## src/rtl/pixel_pkg.sv

```systemverilog
// Shared types and constants for the pixel quad packer.
package pixel_pkg;
  localparam int PIXEL_W = 24;
  localparam int GROUP_N = 4;
  localparam int QUAD_W  = PIXEL_W * GROUP_N;
  localparam int ACC_W   = (GROUP_N - 1) * PIXEL_W;

  typedef struct packed {
    logic [QUAD_W-1:0] data;
    logic              last;
    logic [1:0]        pad;
  } quad_t;

  // Place the n newest accumulated pixels in the high slots, zero the rest.
  function automatic logic [QUAD_W-1:0] pad_quad(input logic [ACC_W-1:0] acc,
                                                 input logic [1:0] n);
    case (n)
      2'd1:    return {acc[PIXEL_W-1:0], {(3*PIXEL_W){1'b0}}};
      2'd2:    return {acc[2*PIXEL_W-1:0], {(2*PIXEL_W){1'b0}}};
      2'd3:    return {acc, {PIXEL_W{1'b0}}};
      default: return '0;
    endcase
  endfunction
endpackage

```

## src/rtl/pixel_quad_packer_if.sv

```systemverilog
// Quad-word valid/ready stream toward the next processing stage.
interface pixel_quad_packer_if;
  import pixel_pkg::*;

  logic [QUAD_W-1:0] pQuadData;
  logic              pQuadValid;
  logic              pQuadReady;
  logic              pQuadLast;
  logic [1:0]        pQuadPad;

  modport master (output pQuadData, output pQuadValid, output pQuadLast,
                  output pQuadPad, input pQuadReady);
  modport slave  (input pQuadData, input pQuadValid, input pQuadLast,
                  input pQuadPad, output pQuadReady);
endinterface

```

## src/rtl/quad_fifo.sv

```systemverilog
// First-word-fall-through FIFO of quads; a push into a full FIFO succeeds
// only when a pop happens on the same edge.
module quad_fifo
  import pixel_pkg::*;
#(
  parameter int FIFO_DEPTH = 4
) (
  input  logic  clk,
  input  logic  rst,
  input  logic  push,
  input  quad_t din,
  input  logic  pop,
  output quad_t dout,
  output logic  empty,
  output logic  full
);
  localparam int AW = $clog2(FIFO_DEPTH);

  quad_t          mem [FIFO_DEPTH];
  logic [AW:0]    wr_ptr;
  logic [AW:0]    rd_ptr;
  logic           push_en;
  logic           pop_en;

  assign empty   = (wr_ptr == rd_ptr);
  assign full    = (wr_ptr[AW] != rd_ptr[AW]) &&
                   (wr_ptr[AW-1:0] == rd_ptr[AW-1:0]);
  assign pop_en  = pop & ~empty;
  assign push_en = push & (~full | pop_en);
  // Head is zeroed while empty so outputs read as zero after reset.
  assign dout    = empty ? '0 : mem[rd_ptr[AW-1:0]];

  // Storage: data only, no reset needed since pointers gate visibility.
  always_ff @(posedge clk) begin
    if (push_en) mem[wr_ptr[AW-1:0]] <= din;
  end

  // Pointer update.
  always_ff @(posedge clk or posedge rst) begin
    if (rst) begin
      wr_ptr <= '0;
      rd_ptr <= '0;
    end else begin
      if (push_en) wr_ptr <= wr_ptr + 1'b1;
      if (pop_en)  rd_ptr <= rd_ptr + 1'b1;
    end
  end
endmodule

```

## src/rtl/pixel_quad_packer.sv

```systemverilog
// Packs four active pixels per quad word, tags/pads the final quad of each
// line and queues quads in a FWFT FIFO toward the consumer.
module pixel_quad_packer
  import pixel_pkg::*;
#(
  parameter int FIFO_DEPTH = 4
) (
  input  logic               PixelClk,
  input  logic               aRst,
  input  logic               pVDE,
  input  logic [PIXEL_W-1:0] pData,
  pixel_quad_packer_if.master quad,
  output logic               pOverflow,
  output logic [15:0]        pLineCnt
);
  // Stage 0: pixel accumulator (oldest pixel in the high slot).
  logic [ACC_W-1:0]  acc_p0;
  logic [1:0]        cnt_p0;
  // Stage 1: last full quad, waiting to learn whether it ends the line.
  logic [QUAD_W-1:0] stage_p1;
  logic              vld_p1;

  quad_t push_q;
  quad_t head_q;
  logic  push;
  logic  pop;
  logic  drop;
  logic  empty;
  logic  full;
  logic  quad_done;

  assign quad_done = pVDE && (cnt_p0 == 2'(GROUP_N - 1));
  assign pop       = quad.pQuadValid & quad.pQuadReady;
  assign drop      = push & full & ~pop;

  // Choose the single push of this edge: the staged quad, or a padded tail.
  always_comb begin
    push   = 1'b0;
    push_q = '0;
    if (vld_p1) begin
      push        = 1'b1;
      push_q.data = stage_p1;
      push_q.last = ~pVDE;
    end else if (!pVDE && cnt_p0 != 2'd0) begin
      push        = 1'b1;
      push_q.data = pad_quad(acc_p0, cnt_p0);
      push_q.last = 1'b1;
      push_q.pad  = 2'd0 - cnt_p0;
    end
  end

  // Pixel and quad data path, qualified by pVDE; control gates its use.
  always_ff @(posedge PixelClk) begin
    if (pVDE) acc_p0 <= {acc_p0[ACC_W-PIXEL_W-1:0], pData};
    if (quad_done) stage_p1 <= {acc_p0, pData};
  end

  // Control: pixel count, stage valid, sticky overflow and line counter.
  always_ff @(posedge PixelClk or posedge aRst) begin
    if (aRst) begin
      cnt_p0    <= '0;
      vld_p1    <= 1'b0;
      pOverflow <= 1'b0;
      pLineCnt  <= '0;
    end else begin
      cnt_p0 <= pVDE ? cnt_p0 + 2'd1 : 2'd0;
      vld_p1 <= quad_done;
      if (drop) pOverflow <= 1'b1;
      if (push && push_q.last && !drop) pLineCnt <= pLineCnt + 16'd1;
    end
  end

  quad_fifo #(.FIFO_DEPTH(FIFO_DEPTH)) u_fifo (
    .clk   (PixelClk),
    .rst   (aRst),
    .push  (push),
    .din   (push_q),
    .pop   (pop),
    .dout  (head_q),
    .empty (empty),
    .full  (full)
  );

  assign quad.pQuadValid = ~empty;
  assign quad.pQuadData  = head_q.data;
  assign quad.pQuadLast  = head_q.last;
  assign quad.pQuadPad   = head_q.pad;
endmodule

```

## src/flat_wrapper.sv

```systemverilog
// flat-port wrapper written by rule: the top's interface ports become plain ports
module pixel_quad_packer_flat import pixel_pkg::*;
#(
  parameter int FIFO_DEPTH = 4
)
  (PixelClk, aRst, pVDE, pData, pOverflow, pLineCnt, quad_pQuadData, quad_pQuadValid, quad_pQuadLast, quad_pQuadPad, quad_pQuadReady);
  pixel_quad_packer_if quad_i ();
  input  logic PixelClk;
  input  logic aRst;
  input  logic pVDE;
  input  logic [PIXEL_W-1:0] pData;
  output logic pOverflow;
  output logic [15:0] pLineCnt;
  output wire logic [$bits(quad_i.pQuadData)-1:0] quad_pQuadData;
  output wire logic [$bits(quad_i.pQuadValid)-1:0] quad_pQuadValid;
  output wire logic [$bits(quad_i.pQuadLast)-1:0] quad_pQuadLast;
  output wire logic [$bits(quad_i.pQuadPad)-1:0] quad_pQuadPad;
  input wire logic [$bits(quad_i.pQuadReady)-1:0] quad_pQuadReady;
  assign quad_pQuadData = quad_i.pQuadData;
  assign quad_pQuadValid = quad_i.pQuadValid;
  assign quad_pQuadLast = quad_i.pQuadLast;
  assign quad_pQuadPad = quad_i.pQuadPad;
  assign quad_i.pQuadReady = quad_pQuadReady;
  pixel_quad_packer #(.FIFO_DEPTH(FIFO_DEPTH)) u_core (.PixelClk(PixelClk), .aRst(aRst), .pVDE(pVDE), .pData(pData), .quad(quad_i), .pOverflow(pOverflow), .pLineCnt(pLineCnt));
endmodule
```

## config.mk

```make
export PLATFORM = sky130hd
export DESIGN_NAME = pixel_quad_packer_flat
export DESIGN_NICKNAME = d
export VERILOG_FILES = /design/src/rtl/pixel_pkg.sv /design/src/rtl/pixel_quad_packer_if.sv /design/src/rtl/quad_fifo.sv /design/src/rtl/pixel_quad_packer.sv /design/src/flat_wrapper.sv
export SDC_FILE = /design/constraint.sdc
export NUM_CORES = 1
export LEC_CHECK = 0
export ABC_AREA = 0
export CORE_UTILIZATION = 59
export DETAILED_ROUTE_END_ITERATION = 10
export PLACE_DENSITY = 0.76
export SLEW_MARGIN = 20
export SYNTH_ARGS = -nofsm -noshare
export SYNTH_HDL_FRONTEND = slang
export SYNTH_SLANG_ARGS = --single-unit
export TNS_END_PERCENT = 100
```

## constraint.sdc

```tcl
create_clock -name PixelClk -period 5.4 [get_ports PixelClk]
set_input_delay 1.35 -clock PixelClk [delete_from_list [all_inputs] [get_ports PixelClk]]
set_output_delay 1.35 -clock PixelClk [all_outputs]
set_load 0.05 [all_outputs]
```

==> impl_metrics.yaml <==
pwr:
  total_power_mw: 16.8
  p_leak_nw: 8.46
  powerDensity_nw_per_um2: 635
  vdd_drop_max_uv: 496
drt:
  detail_route.iter0.violations: 1420
  met2WireLength_um: 21400
  post_detailed_route_via_to_cell_ratio: 6.16
  route.vias.total: 11300
  met3_routed_length_um: 3820
  detail_route.wl_per_cell_um: 24.9
  totalWireLength_um: 45600
  final_antenna_net_count: 0
  drt-met1-wl_um: 19500
  detail_route.drc_violations: 0
  highest_layer: "met5"
  first_pass_detailed_route_iteration_total: 8
floorplan:
  number_of_rows_in_the_core_area: 71
  die_ar_um2: 39200
  effective_utilization_at_floorplan: 0.600
  area_of_the_core_um2: 37800
  die_y_um: 198
  chipWidth_um: 198
  io_pins: 145
grt:
  grt_antenna_before_repair: 2
  globalRouteTotalUtil: 0.242
  grt_pass1_vias: 11400
  grt.overflow.total: 0
  grt_pass1_wl_um: 69600
  maximum_number_of_pins_on_one_net_before_global_route_repair: 102
synth:
  synth_top_flop_cell: "sky130_fd_sc_hd__edfxtp_1"
  syn-num-nets: 1152
  netlist.top_cell.by_area: "sky130_fd_sc_hd__edfxtp_1"
  post_synth_num_cell_types: 35
  netlist_area_um2: 22600
  asyncSetResetFlopFracSynth: 0.0441
  yosys-top-cells-count: "564 x sky130_fd_sc_hd__edfxtp_1, 132 x sky130_fd_sc_hd__and2_1, 99 x sky130_fd_sc_hd__mux4_2"
  synth-edff-count: 564
  netlist_instances: 1114
  synth_seq_area_share: 0.777
  synth.yosys.warnings: 0
  most_frequently_used_cell_type_in_the_post_synthesis_netlist: "sky130_fd_sc_hd__edfxtp_1"
  synth-seq-cells: 590
  synth.avg_cell_area_um2: 20.3
  synthDominantCellAreaShare: 0.748
  synth_area_leaders: "sky130_fd_sc_hd__edfxtp_1 75%, sky130_fd_sc_hd__mux4_2 9.8%, sky130_fd_sc_hd__and2_1 3.6%"
worst_setup_path:
  worstSetupPathType: "reg -> out"
  critPathLaunchType: "register"
  arrival_ns: 3.74
  required_time_of_the_critical_path_ns: 4.05
  crit_path_max_fanout: 60
  critical_path.endpoint_type: "primary output"
clock_network:
  clk_latency_ns: 0.58
  clockRootBuffer: "sky130_fd_sc_hd__clkbuf_16"
  clock_sink_count: 590
  post_cts_repair_setup_buffers: 0
  tritoncts: "done"
  cts_hold_buf: 0
  clkSlewWorstSetupHoldPaths_ns: 0.06
  htree_num_levels: 2
  clock_path_buffers: 3
  cts_resized: 0
  numCtsBuffers: 55
finish:
  n_antenna_cell: 0
  num-fill-cells: 2314
  ff_latch_area_um2: 17600
  area.growth.synth_to_final_pct: 16.6
  fraction_of_layout_instances_using_a_drive_strength_above_1: 0.161
  num-nets-final: 1312
  multi_input_area_um2: 4580
hold_path:
  worst_hold_path_type: "reg -> reg"
sta:
  relSlewSlack: 0.330
  grt_setup_unrepaired: "false"
  finalClockSkew_ns: 0.0218
  timing.final.crit_period_ns: 5.09
  fmaxAchievable_ghz: 0.196
  worstMarginPinSlew_ns: 1.00
  final_min_period_over_clock_period: 0.943
  finalSetupViolations: 0
  timing_hold_violations_final: 0
  timing_max_transition_violations_final: 0
  final.setup.tns_ns: 0
outcome:
  run_status: "complete, no violations"
place:
  gp_routability_congestion: 0.762
  detailedPlacementHpwl_um: 26100
  port-buffer-count: 144
flow_run:
  drv.max_cap_violation_count: 0
layout by cell type, fill, tap and decap left out, drive strengths merged:
cell / instances
a222oi: 48
a22o: 24
a41oi: 1
and2: 132
and3: 3
and4: 1
and4bb: 1
buf: 24
bufinv: 6
clkbuf: 73
clkdlybuf4s50: 143
clkinv: 22
clkinvlp: 1
dfrtp: 26
edfxtp: 564
ha: 10
inv: 31
mux2: 2
mux4: 99
nand2: 30
nand3: 11
nand3b: 2
nand4: 6
nor2: 3
nor2b: 2
nor3: 3
nor4: 1
o21ai: 25
o21ba: 1
o21bai: 1
or3: 1
xnor2: 20
xor2: 2
critical path, cell delays in order (launching register included):
cell	delay [ns]
sky130_fd_sc_hd__dfrtp_4	0.41
sky130_fd_sc_hd__buf_4	0.71
sky130_fd_sc_hd__buf_4	0.66
sky130_fd_sc_hd__mux4_2	0.34
sky130_fd_sc_hd__and2_1	0.20
sky130_fd_sc_hd__clkdlybuf4s50_1	0.83
per-layer routing:
metal,track usage,up-vias
met1,0.365,5810
met4,0.0663,2
met2,0.368,555
met3,0.0441,77
li1,-,4830
met5,0,-
worst paths after layout:
kind                            slack, ns  cells past startpoint               startpoint                        to
worst max register to register       2.13                      4            u_core.vld_p1  u_core.u_fifo.mem[3][86]
min in group asynchronous            1.16                      2                     aRst        u_core.pLineCnt[1]
max in group asynchronous            3.82                      2                     aRst   u_core.u_fifo.rd_ptr[1]
worst min register to register       0.44                      0        u_core.acc_p0[50]       u_core.stage_p1[74]
worst min-delay path                 0.44                      0        u_core.acc_p0[50]       u_core.stage_p1[74]
worst max-delay path                 0.31                      5  u_core.u_fifo.rd_ptr[1]        quad_pQuadData[87]
power by group:
part           switching (mW)  total [mW]  internal, mW
clock                    1.56        3.78          2.21
combinational            4.61        7.16          2.55
sequential              0.212        5.83          5.61
sequential cells by signal, indices dropped and copies added, names as in the netlist, 2 cells and up:
signal and count:
u_core.acc_p0 72, u_core.cnt_p0 2, u_core.pLineCnt 16, u_core.stage_p1 96
u_core.u_fifo.mem 396, u_core.u_fifo.rd_ptr 3, u_core.u_fifo.wr_ptr 3
cells by family (layout without fill, tap and decap cells):
group / count (synthesis) / count (layout) / synth area share
mux: 101 / 101 / 0.0994
fa+ha+maj: 10 / 10 / 0.00552
buf+inv: 95 / 300 / 0.0217
flops: 590 / 590 / 0.777
compound gates: 100 / 100 / 0.0375
xor+xnor: 22 / 22 / 0.00851
simple gates: 196 / 196 / 0.0508
layout make-up:
type	instances	share of cell area
flip-flops and latches	590	0.666
multi-input cells	429	0.174
repair buffers	167	0.0644
clock buffers	73	0.0563
well taps	511	0.0242
clock inverters	29	0.0107
inverters	31	0.00441
through the flow:
stage / std cells / utilization / setup WS [ns] / hold WS [ns] / cell area [µm²]
floorplan: 1114 / - / 0.737 / 0.426 / 22600
global placement: 1728 / 0.653 / 0.868 / 0.427 / 24600
detailed placement: 1728 / 0.653 / 0.833 / 0.433 / 24600
CTS: 1830 / 0.699 / 0.236 / 0.449 / 26400
global route: 1830 / 0.699 / 0.136 / 0.461 / 26400
finish: 1830 / 0.699 / 0.309 / 0.442 / 26400
Note: power is estimated with default switching activity, not from simulation.
